==> config.mk <==
export PLATFORM = sky130hd
export DESIGN_NAME = im_fetch_unit
export DESIGN_NICKNAME = d
export VERILOG_FILES = /design/src/rtl/im_fetch_unit.sv
export SDC_FILE = /design/constraint.sdc
export NUM_CORES = 1
export LEC_CHECK = 0
export CAP_MARGIN = 20
export CORE_AREA = 3 3 435 265
export DETAILED_ROUTE_END_ITERATION = 6
export DIE_AREA = 0 0 438 268
export GPL_ROUTABILITY_DRIVEN = 0
export GPL_TIMING_DRIVEN = 0
export PLACE_DENSITY = 0.64
export SYNTH_ARGS = -nofsm -noshare
export SYNTH_HDL_FRONTEND = slang
export SYNTH_SLANG_ARGS = --single-unit
==> constraint.sdc <==
create_clock -name clk -period 3 [get_ports clk]
set_input_delay 0.6 -clock clk [delete_from_list [all_inputs] [get_ports clk]]
set_output_delay 0.6 -clock clk [all_outputs]
set_load 0.01 [all_outputs]
==> src/rtl/im_fetch_unit.sv <==
// Byte-organised instruction store with a program-load port and a valid/ready
// fetch path. Fetched words pass through a small response FIFO.
module im_fetch_unit #(
  parameter int MEM_BYTES  = 128,
  parameter bit BIG_ENDIAN = 1'b1,
  parameter int RSP_DEPTH  = 2,
  localparam int AW = $clog2(MEM_BYTES)
) (
  input  logic          clk,
  input  logic          rst_n,
  input  logic          load_start_i,
  input  logic          load_we_i,
  input  logic [AW-1:0] load_addr_i,
  input  logic [7:0]    load_data_i,
  input  logic          load_done_i,
  output logic          load_mode_o,
  output logic          load_ovf_o,
  input  logic          req_valid_i,
  output logic          req_ready_o,
  input  logic [31:0]   req_addr_i,
  output logic          rsp_valid_o,
  input  logic          rsp_ready_i,
  output logic [31:0]   rsp_instr_o,
  output logic [1:0]    rsp_err_o
);

  localparam int PW = (RSP_DEPTH > 1) ? $clog2(RSP_DEPTH) : 1;
  localparam int CW = $clog2(RSP_DEPTH + 1);

  typedef enum logic [1:0] {ST_LOAD, ST_RUN, ST_DRAIN} state_e;

  state_e          state_q;
  logic            loadMode_q;
  logic            loadOvf_q;
  logic            inflight_q;
  logic [31:0]     inflInstr_q;
  logic [1:0]      inflErr_q;
  logic [31:0]     fifoInstr_q [RSP_DEPTH];
  logic [1:0]      fifoErr_q   [RSP_DEPTH];
  logic [PW-1:0]   rdPtr_q, wrPtr_q;
  logic [CW-1:0]   count_q;
  logic [7:0]      mem_q [MEM_BYTES];

  logic            accept, pop, push;
  logic [CW:0]     occupancy;
  logic [AW-1:0]   wordBase;
  logic [31:0]     readWord, fetchInstr;
  logic [1:0]      fetchErr;

  function automatic logic [PW-1:0] nextPtr(input logic [PW-1:0] p);
    return (p == PW'(RSP_DEPTH - 1)) ? '0 : p + 1'b1;
  endfunction

  // The store is deliberately left out of reset so a program survives rst_n.
  always_ff @(posedge clk) begin
    if (state_q == ST_LOAD && load_we_i) begin
      mem_q[load_addr_i] <= load_data_i;
    end
  end

  assign pop         = rsp_valid_o & rsp_ready_i;
  assign push        = inflight_q;
  assign accept      = req_valid_i & req_ready_o;
  assign occupancy   = {1'b0, count_q} + (CW+1)'(inflight_q) - (CW+1)'(pop);
  assign req_ready_o = (state_q == ST_RUN) && !load_start_i &&
                       (occupancy < (CW+1)'(RSP_DEPTH));

  always_comb begin
    wordBase = {req_addr_i[AW-1:2], 2'b00};
    readWord = BIG_ENDIAN ?
      {mem_q[wordBase], mem_q[wordBase | AW'(1)], mem_q[wordBase | AW'(2)], mem_q[wordBase | AW'(3)]} :
      {mem_q[wordBase | AW'(3)], mem_q[wordBase | AW'(2)], mem_q[wordBase | AW'(1)], mem_q[wordBase]};
    fetchErr = 2'b00;
    if (req_addr_i[1:0] != 2'b00) begin
      fetchErr = 2'b01;
    end else if (req_addr_i > 32'(MEM_BYTES - 4)) begin
      fetchErr = 2'b10;
    end
    fetchInstr = (fetchErr == 2'b00) ? readWord : 32'h0;
  end

  // Mode FSM, the in-flight stage and the response FIFO share one register block.
  always_ff @(posedge clk or negedge rst_n) begin
    if (!rst_n) begin
      state_q     <= ST_LOAD;
      loadMode_q  <= 1'b1;
      loadOvf_q   <= 1'b0;
      inflight_q  <= 1'b0;
      inflInstr_q <= 32'h0;
      inflErr_q   <= 2'b00;
      rdPtr_q     <= '0;
      wrPtr_q     <= '0;
      count_q     <= '0;
      for (int i = 0; i < RSP_DEPTH; i++) begin
        fifoInstr_q[i] <= 32'h0;
        fifoErr_q[i]   <= 2'b00;
      end
    end else begin
      case (state_q)
        ST_LOAD: begin
          if (load_done_i) begin
            state_q    <= ST_RUN;
            loadMode_q <= 1'b0;
          end
        end
        ST_RUN: begin
          if (load_we_i) loadOvf_q <= 1'b1;
          if (load_start_i) state_q <= ST_DRAIN;
        end
        ST_DRAIN: begin
          if (load_we_i) loadOvf_q <= 1'b1;
          if (count_q == '0 && !inflight_q) begin
            state_q    <= ST_LOAD;
            loadMode_q <= 1'b1;
            loadOvf_q  <= 1'b0;
          end
        end
        default: begin
          state_q    <= ST_LOAD;
          loadMode_q <= 1'b1;
        end
      endcase

      inflight_q <= accept;
      if (accept) begin
        inflInstr_q <= fetchInstr;
        inflErr_q   <= fetchErr;
      end

      // Acceptance already reserved a slot, so a push never finds the FIFO full.
      if (push) begin
        fifoInstr_q[wrPtr_q] <= inflInstr_q;
        fifoErr_q[wrPtr_q]   <= inflErr_q;
        wrPtr_q              <= nextPtr(wrPtr_q);
      end
      if (pop) rdPtr_q <= nextPtr(rdPtr_q);
      case ({push, pop})
        2'b10:   count_q <= count_q + CW'(1);
        2'b01:   count_q <= count_q - CW'(1);
        default: count_q <= count_q;
      endcase
    end
  end

  assign load_mode_o = loadMode_q;
  assign load_ovf_o  = loadOvf_q;
  assign rsp_valid_o = (count_q != '0);
  assign rsp_instr_o = fifoInstr_q[rdPtr_q];
  assign rsp_err_o   = fifoErr_q[rdPtr_q];

endmodule

* Word-level counts from Yosys, hierarchy flattened
Memory sizes are Yosys's and may differ from the RTL's.
Cells that the tools add are included.
Widths: inputs -> output; s select.
** Storage, ports and cells
- Register bits :: 111
- Bits in writable memories :: 1024
- Bits of input ports :: 54
- Output and inout port bits :: 38
- Word-level logic and storage cells :: 83
- Memories :: 1
** Cells by class
- Add/subtract/negate cells :: 6
- Magnitude comparators :: 5
- Eq/ne operators :: 7
- Multiplexer cells :: 30
- Bitwise gates (word level) :: 5
- Reduce and logical (&&, ||, !) cells :: 16
** Memories
- mem_q :: depth 128, width 8, read ports 4, clocked after memory_dff 0, write ports 1, RTL line 42 : logic [7:0] mem_q [MEM_BYTES];
** Operators by type and width (number)
- $mux 32 :: 5
- $bwmux 64 :: 1
- $demux 32 s1 :: 1
- $gt 32x7->1 const B :: 1
- $mux 2 :: 9
- $mux 1 :: 8
- $reduce_bool 2->1 :: 4
- $logic_not 2->1 :: 3
- $ne 2x2->1 const B :: 3
- $pmux 2 s3 :: 1
- $reduce_and 3->1 :: 2
- $logic_and 1x1->1 :: 5
- $bwmux 4 :: 1
- $eq 2x1->1 const B :: 2
- $eq 2x2->1 const B :: 2
- $ge 2x2->1 const B :: 2
- $not 1->2 :: 2
- $pmux 2 s2 :: 1
- $add 2x1->3 :: 1
- $lt 3x2->1 const B :: 1
- $pmux 1 s3 :: 1
- $sub 3x1->3 :: 1
- $add 1x1->1 const B :: 2
- $add 2x1->2 const B :: 1
- 7 further kinds :: 9

* Logic depth before layout (Yosys ltp)
Gate-level depths: netlist (run 1).
- Word-level depth :: 6
- Mapped depth :: 11
- Gate-level depth less buffers :: 9

* Worst setup path before layout (run 1)
OpenSTA, ideal clock, no wires.
- Path type :: input to register
- Start point :: in rsp_ready_i
- End point :: reg inflInstr_q[1]
- Setup time :: 66 ps
- Data arrival time :: 2616 ps
- Data required time :: 2934 ps
- Path slack :: 319 ps
- Cell stages on the path :: 11
- Buffers on the path :: 2
- Cell sequence :: nand2b_1 > nor2_1 > o21ai_0 > fa_1 > xnor2_1 > nand4_2 > buf_6 > nor4_4 > buf_6 > o311ai_1 > nand2_1
** Between the ends
- Longest elaborated chain between the ends :: 5
** Ends and longest elaborated chain
- start, declared :: RTL line 22 : input logic rsp_ready_i,
- $and 1x1->1 :: RTL line 61 : assign pop = rsp_valid_o & rsp_ready_i;
- $sub 3x1->3 :: RTL line 64 : assign occupancy = {1'b0, count_q} + (CW+1)'(inflight_q) - (CW+1)'(pop);
- $lt 3x2->1 :: RTL line 66 : (occupancy < (CW+1)'(RSP_DEPTH));
- $logic_and 1x1->1 :: RTL line 65 : assign req_ready_o = (state_q == ST_RUN) && !load_start_i &&
- $and 1x1->1 :: RTL line 63 : assign accept = req_valid_i & req_ready_o;
- end signal, assigned :: RTL line 126 : inflInstr_q <= fetchInstr;
- end, declared :: RTL line 36 : logic [31:0] inflInstr_q;
Every way passes these cells.
A chain may end at the register's enable or synchronous reset.

* Worst setup path after layout (run 1)
- Start point :: in load_addr_i[3]
- End point :: mem mem_q[120][6] (enable)
** RTL lines
- start, declared :: RTL line 13 : input logic [AW-1:0] load_addr_i,
- end, declared :: RTL line 42
Straight into the memory's write port.

==> reports/results.tsv, run 1 <==
metric	value	unit
status	finished, violations left	
failing checks	setup timing	
Die Y	268	microns
Synth top area share	69.1	%
layout cells sized above 1	25.1	%
Final HPWL DP	91.7	mm
Final #Nets	2706	
number of antenna violations at the first check in global routing	4	
Metal-1 WL	54.4	mm
number of global-route vias before repair	24900	
initial core utilization	39.9	%
Worst R2R Start	state_q[1]	
Worst Setup SP	load_addr_i[3]	
Setup-failing EPs final	30	
register area	33500	sq um
drt initial violations	4124	
CP Max Fanout	8	
routed wire length	134	mm
dpl cells	4035	
min-delay src	rsp_ready_i	
unrepaired setup endpoints after global routing	yes	
Pwr Total	33.2	mW
GR Util All Layers	22.6	%
CTS tree	yes	
Die X	438	microns
area of the multi-input gates	10900	sq um
worst path arrival time	3570	ps
slowest cell on the critical path	nand4_1	
Finished Layout Cells	4232	
total CTS buffers	96	
crit path kind	input pin to flop	
core area	111000	sq um
fillers	9304	
Final ANT Viol Nets	0	
final worst path period need	3140	ps
sequential share of the synthesized area	75.3	%
largest net degree at the start of global routing	81	
met2 WL	52.6	mm
unique cell type count in the Yosys netlist	48	
area grow syn2layout	16.5	%
metal3 WL	23.6	mm
Crit. End Element	flop	
commonest non-fill, non-tap cell in the layout	edfxtp_1	
startpoint class of the critical path	input pin	
Critical Path RT	3430	ps
Worst path max stage delay	1020	ps
H-tree depth	3	
Synthesis Warnings	0	
drt first pass iters	6	
area leader, netlist	edfxtp_1	
Final Hold Viols	0	
vias per cell	6.01	
Setup WS post-layout	-139	ps
Final Skew	30.7	ps
Worst-Skew Late Latency	710	ps
Root Driver	clkbuf_16	
io pins	92	
Clock power frac	40.1	%
Final Max Slew Viols	0	
mapped cell area	44500	sq um
achievable clock frequency	319	MHz
combinational fraction of design power	7.4	%
Post-Syn Nets	2489	
global-route wire length before repair	187	mm
internal power	25.6	mW
Slew @ Worst Pin	1200	ps
DRC viols	0	
power density over the cells	640	nW/um^2
Max-slew headroom	19.5	%
vias	25400	
Std-Cell Rows	95	
Max Cap Viol	0	
Syn Inst Count	2430	
NetSw	7.58	mW
syn_area_per_cell	18.3	sq um
sequential share of power	52.5	%
Tcrit/Tclk final	105	%
full die area	117000	sq um
worst min path class	input pin to flop	
port buffer count	88	
CTS clk-pin slew, worst paths	70	ps
Longest Clk Path Bufs	3	
Sink Count	1135	
drt wl/cell	31.6	microns
fin util	46.5	%
top layer in use	met5	
critical-path cell list	clkdlybuf4s50_1 -> nand4_1 -> nor2_1 -> buf_6	
most frequent cells in the layout	edfxtp_1 (1,024), nand2_1 (206), mux4_2 (160)	
P_leak	17.2	nW
peak supply drop	0.000570	V
setup TNS	-1520	ps
Sw Ratio	22.8	%
Synth Register Bits	1135	
top cells by area, synth	edfxtp_1 (69%), mux4_2 (8.1%), dfrtp_1 (6.2%)	
grt ovf	0	
==> critical path, delay by kind of cell <==
kind                   cells  cell delay, ps
buffers and inverters      2             960
and+or+nand+nor            2            1990
==> cell families after synthesis <==
family | Yosys count | synth area share (%)
and+or+nand+nor | 468 | 4.51
buffers and inverters | 162 | 1.83
DFF | 1135 | 75.3
xor gates and xnor gates | 4 | 0.0787
AOI/OAI and AO/OA | 261 | 4.47
adders and majority gates | 5 | 0.157
muxes | 395 | 13.7
==> power groups by stage <==
stage          combinational, mW  clock (mW)  sequential (mW)
2_1_floorplan               1.22           0             17.7
4_1_cts                     2.34        13.4             17.4
3_5_place_dp                2.32           0             17.7
6_report                    2.46        13.3             17.4
5_1_grt                     2.57        14.1             17.4
3_3_place_gp                2.23           0             17.8
==> synth_stat cells, drive strengths merged <==
master	instances
edfxtp	1024
nand2	208
mux4	160
nor2	142
mux2i	132
dfrtp	110
mux2	103
buf	91
nand3	75
clkbuf	63
a21oi	35
a211o	32
a32oi	32
o22ai	32
o311ai	32
a211oi	31
a22oi	31
o221ai	31
nor2b	14
inv	7
nor4	7
nand4	5
ha	4
nand3b	3
nand4b	3
nor3	3
xnor2	3
nand2b	2
o21ai	2
o32ai	2
or3	2
and2	1
and3	1
and3b	1
clkinv	1
dfstp	1
fa	1
o41ai	1
or2	1
xor2	1
==> repair_timing <==
| item | in CTS | in global routing |
|---|---|---|
| buffers inserted | 8 | 2 |
| hold buffers | 1 | 0 |
| resized for setup | 141 | 127 |
| pin swaps | 6 | 7 |
| setup endpoints to repair | 1051 | 863 |
| hold endpoints to repair | 51 | 0 |
==> flip-flops by register name, summed over array words and instances, names as in the netlist <==
signal       count
mem_q         1024
load_ovf_o       1
wrPtr_q          1
inflErr_q        2
inflight_q       1
inflInstr_q     32
count_q          2
load_mode_o      1
fifoErr_q        4
fifoInstr_q     64
state_q          2
rdPtr_q          1
==> metrics by stage <==
step / hold slack (ps) / instance area, sq um / setup slack, ps
finish: 330 / 51900 / -139
global route: 332 / 51900 / -94.7
CTS: 406 / 51300 / -395
detailed placement: 456 / 47600 / -1390
global placement: 459 / 47300 / -3160
floorplan: 304 / 44500 / 319
==> path summary, 6_finish.rpt <==
kind,endpoint,slack [ps],cells after the start
worst max-delay path,mem_q[120][6],-140,4
worst min register to register,load_mode_o,460,2
min in group asynchronous,fifoInstr_q[29],420,2
worst min-delay path,rdPtr_q,330,3
worst max register to register,mem_q[48][0],-20,7
max in group asynchronous,inflInstr_q[23],1820,3
==> cell type report <==
class	count	share of cell area, %
clock inverters	66	1.52
well taps	1503	3.63
clock buffers	113	4.84
multi-input cells	1133	21.1
diodes	1	0.00482
inverters	8	0.0603
plain buffers	152	1.57
flip-flops and latches	1135	64.7
repair buffers	121	2.64
==> per-layer routing <==
metal	up-vias	track usage (%)
met4	8	5.11
met5	-	1.34
met1	13200	32.3
li1	10200	-
met2	1852	29.7
met3	219	12.6
No activity file was read; power rests on OpenSTA's default activity.
==> inputs of run 2 (changes only) <==
--- a/config.mk
+++ b/config.mk
@@ -12,6 +12,7 @@
 export GPL_ROUTABILITY_DRIVEN = 0
 export GPL_TIMING_DRIVEN = 0
 export PLACE_DENSITY = 0.64
+export SETUP_SLACK_MARGIN = 0.05
 export SYNTH_ARGS = -nofsm -noshare
 export SYNTH_HDL_FRONTEND = slang
 export SYNTH_SLANG_ARGS = --single-unit
==> reports/results.tsv, run 2 (same netlist as run 1, synthesis figures left out) <==
metric	value	unit	change
Critical Path Stages	3		-1
Sink Count	1135		unchanged
drt initial violations	4248		+3.0%
Clock power frac	40.0	%	about the same
CP Max Fanout	8		unchanged
Crit. End Element	flop		
Worst-Skew Late Latency	720	ps	about the same
CTS clk-pin slew, worst paths	70	ps	about the same
Pwr Total	33.2	mW	+0.10%
crit path kind	input pin to flop		
Largest delay share family, worst path	simple AND/OR/NAND/NOR gates		
core area	111000	sq um	unchanged
H-tree depth	3		unchanged
full die area	117000	sq um	unchanged
Final Skew	37.1	ps	+6.41 ps
startpoint class of the critical path	input pin		
Final Hold Viols	0		unchanged
largest net degree at the start of global routing	81		unchanged
status	finished, violations left		
layout cells sized above 1	24.9	%	-0.18 points
Die X	438	microns	unchanged
Final Max Slew Viols	0		unchanged
internal power	25.7	mW	+0.18%
sequential share of power	52.4	%	about the same
R2R cell count	7		unchanged
largest reg by FF count	mem_q		
Die Y	268	microns	unchanged
flip-flop count of the largest register after layout	1024		unchanged
Critical Path RT	3310	ps	-120 ps
final worst path period need	3130	ps	-12.9 ps
Reg2Reg Setup Slack	10	ps	+30 ps
Longest Clk Path Bufs	3		unchanged
GR Util All Layers	22.6	%	about the same
Final #Nets	2706		unchanged
Root Driver	clkbuf_16		
achievable clock frequency	320	MHz	+0.41%
biggest regs	mem_q (1024), fifoInstr_q (64), inflInstr_q (32)		
worst path arrival time	3440	ps	-130 ps
peak supply drop	0.000573	V	+0.50%
slowest cell on the critical path	nor2_1		
Worst R2R Start	state_q[0]		
Worst Setup SP	load_addr_i[3]		
number of global-route vias before repair	24900		-0.028%
Final ANT Viol Nets	0		unchanged
number of antenna violations at the first check in global routing	9		+5
Worst path max stage delay	1140	ps	+120 ps
initial core utilization	39.9	%	unchanged
fin util	46.5	%	about the same
most frequent cells in the layout	edfxtp_1 (1,024), nand2_1 (207), mux4_2 (160)		
unrepaired setup endpoints after global routing	yes		
worst min path class	input pin to flop		
NetSw	7.57	mW	-0.16%
DRC viols	0		unchanged
area grow syn2layout	16.4	%	about the same
Std-Cell Rows	95		unchanged
power density over the cells	641	nW/um^2	+0.17%
io pins	92		unchanged
routed wire length	133	mm	-0.21%
buffers plus inverters on the worst setup path	1		-1
total CTS buffers	96		unchanged
Sw Ratio	22.8	%	-0.060 points
grt ovf	0		unchanged
critical-path cell list	clkdlybuf4s50_1 -> nand4_1 -> nor2_1		
Max-slew headroom	13.3	%	-6.2 points
Max Cap Viol	0		unchanged
failing checks	setup timing		
Tcrit/Tclk final	104	%	-0.43 points
CP endpoint	mem_q[124][3]		
P_leak	17.2	nW	about the same
combinational fraction of design power	7.5	%	about the same
Setup-failing EPs final	34		+13%
Slew @ Worst Pin	1300	ps	+93.8 ps
CTS tree	yes		
Reg-to-Reg End	mem_q[64][2]		
commonest non-fill, non-tap cell in the layout	edfxtp_1		
Final HPWL DP	91.7	mm	unchanged
Setup WS post-layout	-126	ps	+12.9 ps
vias per cell	6.02		+0.15%
port buffer count	88		unchanged
drt first pass iters	6		unchanged
vias	25500		+0.17%
global-route wire length before repair	187	mm	about the same
drt wl/cell	31.5	microns	-0.23%
## run 2: final cells by class
| cell class | instances | area, sq um |
|---|---|---|
| fillers | 9317 | 59700 |
| plain buffers | 150 | 818 |
| multi-input cells | 1133 | 10900 |
| diodes | 2 | 5.00 |
| well taps | 1503 | 1880 |
| flip-flops and latches | 1135 | 33500 |
| inverters | 8 | 31.3 |
| clock inverters | 66 | 791 |
| repair buffers | 123 | 1380 |
| clock buffers | 113 | 2510 |
## run 2: worst min path at each step
stage                               end      startpoint  cells after the start  slack, ps
after global placement      load_mode_o     load_mode_o                      2        460
after global routing            rdPtr_q     rsp_ready_i                      3        290
final                           rdPtr_q     rsp_ready_i                      3        300
after floorplan              count_q[0]           rst_n                      0        300
after CTS                 mem_q[109][5]  load_data_i[5]                      1        410
after detailed placement    load_mode_o     load_mode_o                      2        460
## run 2: what timing repair did
| action | 4_1_cts | 5_1_grt |
|---|---|---|
| endpoints found under the setup margin | 1078 | 864 |
| hold endpoints to repair | 51 | 0 |
| hold buffers | 1 | 0 |
| setup buffers | 8 | 5 |
| pin swaps | 6 | 6 |
| gates resized for setup | 144 | 105 |
## run 2: per-layer routing
layer / global-route usage, % / vias to the layer above / routed length, microns
li1: - / 10200 / -
met1: 32.4 / 13100 / 54100
met2: 29.6 / 1920 / 52700
met3: 12.4 / 227 / 23500
met4: 5.18 / 10 / 2810
met5: 1.49 / - / 319
## run 2: metrics by stage
| stage | cells | hold slack [ps] | TNS [ps] | setup slack (ps) | cell area [sq um] |
|---|---|---|---|---|---|
| after floorplan | 2430 | 304 | 0 | 319 | 44500 |
| after global placement | 4021 | 459 | -3491560 | -3160 | 47300 |
| after detailed placement | 4035 | 456 | -790690 | -1390 | 47600 |
| after CTS | 4221 | 406 | -45010 | -294 | 51300 |
| after global routing | 4231 | 289 | -2960 | -83.3 | 51800 |
| final | 4233 | 301 | -1760 | -126 | 51800 |
## run 2: power groups by stage
stage               clock [mW]  combinational (mW)  sequential [mW]
floorplan                    0                1.22             17.7
global placement             0                2.23             17.8
detailed placement           0                2.32             17.7
CTS                       13.4                2.37             17.4
global route              14.1                2.62             17.4
finish                    13.3                2.50             17.4
## run 2: worst min-delay path, stage by stage
cell,delay (ps)
dlymetal6s2s_1,180
nand2_1,100
xnor2_1,60
==> edit: new RTL, config.mk and constraints of run 2 <==
Make the reset (`rst_n`) synchronous in one clocked block.
--- a/src/rtl/im_fetch_unit.sv
+++ b/src/rtl/im_fetch_unit.sv
@@ -81,5 +81,5 @@
 
   // Mode FSM, the in-flight stage and the response FIFO share one register block.
-  always_ff @(posedge clk or negedge rst_n) begin
+  always_ff @(posedge clk) begin
     if (!rst_n) begin
       state_q     <= ST_LOAD;
Check against the original RTL: not equivalent (Yosys sat finds a counterexample within 4 cycles, from zero or initial values and one cycle with rst_n low; the reset may be asserted at any time).
==> edit against run 2 <==
  * The flow still finishes with violations (setup timing)
  * Total power down 3.8%
  * Combinational power decreased by 23%
  * Final cell count decreased by 6.6%
  * Sequential cell count rose by 1
  * Utilization shrank 0.41 points
  * Cell area decreased by 0.88%
  * Worst setup slack improved by 9.5 ps
  * Count of clock-buffer cells in the layout rose by 2
  * Wire length fell by 4.4%
  * Non-clock buffer count is 25 lower
  * Synthesized area decreased by 0.82%
  * First-iteration DRC count shrank 12%
==> edit: results (changes against run 2) <==
- GR met1 Demand/Resource: 0.3315 (+0.007424)
- Synth Area in Adders: 0.001587 (+0.00001297)
- Post-synth EDFFs: 1092 (+6.6%)
- Worst-Skew Late Latency: 690 ps (-30 ps)
- Worst EP arrival: 3410 ps (-30 ps)
- XOR/XNOR share of the synthesized area: 0.0005950 (-0.0001918)
- PnR worst setup slack: -116.6 ps (+9.452 ps)
- Initial DRC count: 3754 (-12%)
- Mapped Nets: 2207 (-11%)
- Met1 WL: 52.68 mm (-2.6%)
- Outcome: finished, violations left
- Vias in the first global route: 22960 (-7.7%)
- Number of vias per cell: 6.015 (-0.11%)
- Buffers on Ports: 84 (-4.5%)
- Non-filler cells, final: 3954 (-6.6%)
- Failing checks: setup timing
- CTS Buf Count: 95 (-1.0%)
- Pleak: 15.73 nW (-8.6%)
- Final setup viols: 62 (+82%)
- Post-synthesis sequential area ratio: 0.7624 (+0.009466)
- Metal3 WL: 20.70 mm (-12%)
- Pin count of the biggest net entering global routing: 104 (+28%)
- First-pass GRT wire length: 177.0 mm (-5.2%)
- Gate Count Post-Synth: 2148 (-12%)
- Met2 WL: 51.19 mm (-2.8%)
- Synth cell types: 45 (-6.3%)
- Post-synth ARST share: 0 (-0.09780)
- Slowest stage delay, CP: 860 ps (-280 ps)
- Multiplexer share of the synthesized area: 0.1494 (+0.01277)
- Initial antenna violation count: 8 (-1)
- DRT Wirelength: 127.4 mm (-4.4%)
edit: changes by cell type in the layout (fill, tap and decap cells not counted), sizes merged, moves of 44 or more:
cell | before | now
nand3 | 75 | 29
dfrtp | 110 | 0
nand2 | 208 | 69
mux2i | 132 | 45
mux2 | 103 | 34
and2 | 1 | 71
edfxtp | 1024 | 1092
mux4 | 160 | 256
dfxtp | 0 | 44
edit: worst register-to-register path: stages, from the launching register on:
cell      delay, ps
dfxtp_1         330
inv_1           100
ha_1            310
nand2_1         120
nor2_1          310
nand2_1         240
clkbuf_1        460
nor2_1          860
edit: cell type report:
type                    instances  area share
inverters                       8   0.0005845
clock inverters                59     0.01079
well taps                    1503     0.03661
multi-input cells             880      0.2065
diodes                          5   0.0002436
flip-flops and latches       1136      0.6556
repair buffers                125     0.02711
plain buffers                 123     0.01361
clock buffers                 115     0.04895
edit: power breakdown:
part           total [mW]  internal, mW  switching [mW]
registers            17.5          17.4          0.0264
clock network        12.6          6.85            5.73
logic                1.92         0.665            1.26
total                32.0          24.9            7.01
edit: metrics by stage:
stage | cell area [um2] | TNS [ps] | hold WS, ps
floorplan | 44160 | 0 | 435.7
detailed placement | 47180 | -467400 | 466.4
CTS | 50830 | -5224 | 324.2
global placement | 46890 | -2598690 | 458.9
global route | 51370 | -11690 | 346.3
finish | 51370 | -2957 | 358.6
edit: final timing paths:
path	from	to	slack, ps	cells after the start
worst min register to register	inflErr_q[1]$_SDFFE_PN0P_	inflErr_q[1]$_SDFFE_PN0P_	490	2
worst max register to register	state_q[1]$_SDFFE_PN0P_	mem_q[26][3]$_DFFE_PP_	-120	7
worst max-delay path	state_q[1]$_SDFFE_PN0P_	mem_q[26][3]$_DFFE_PP_	-120	7
worst min-delay path	load_data_i[1]	mem_q[121][1]$_DFFE_PP_	360	1
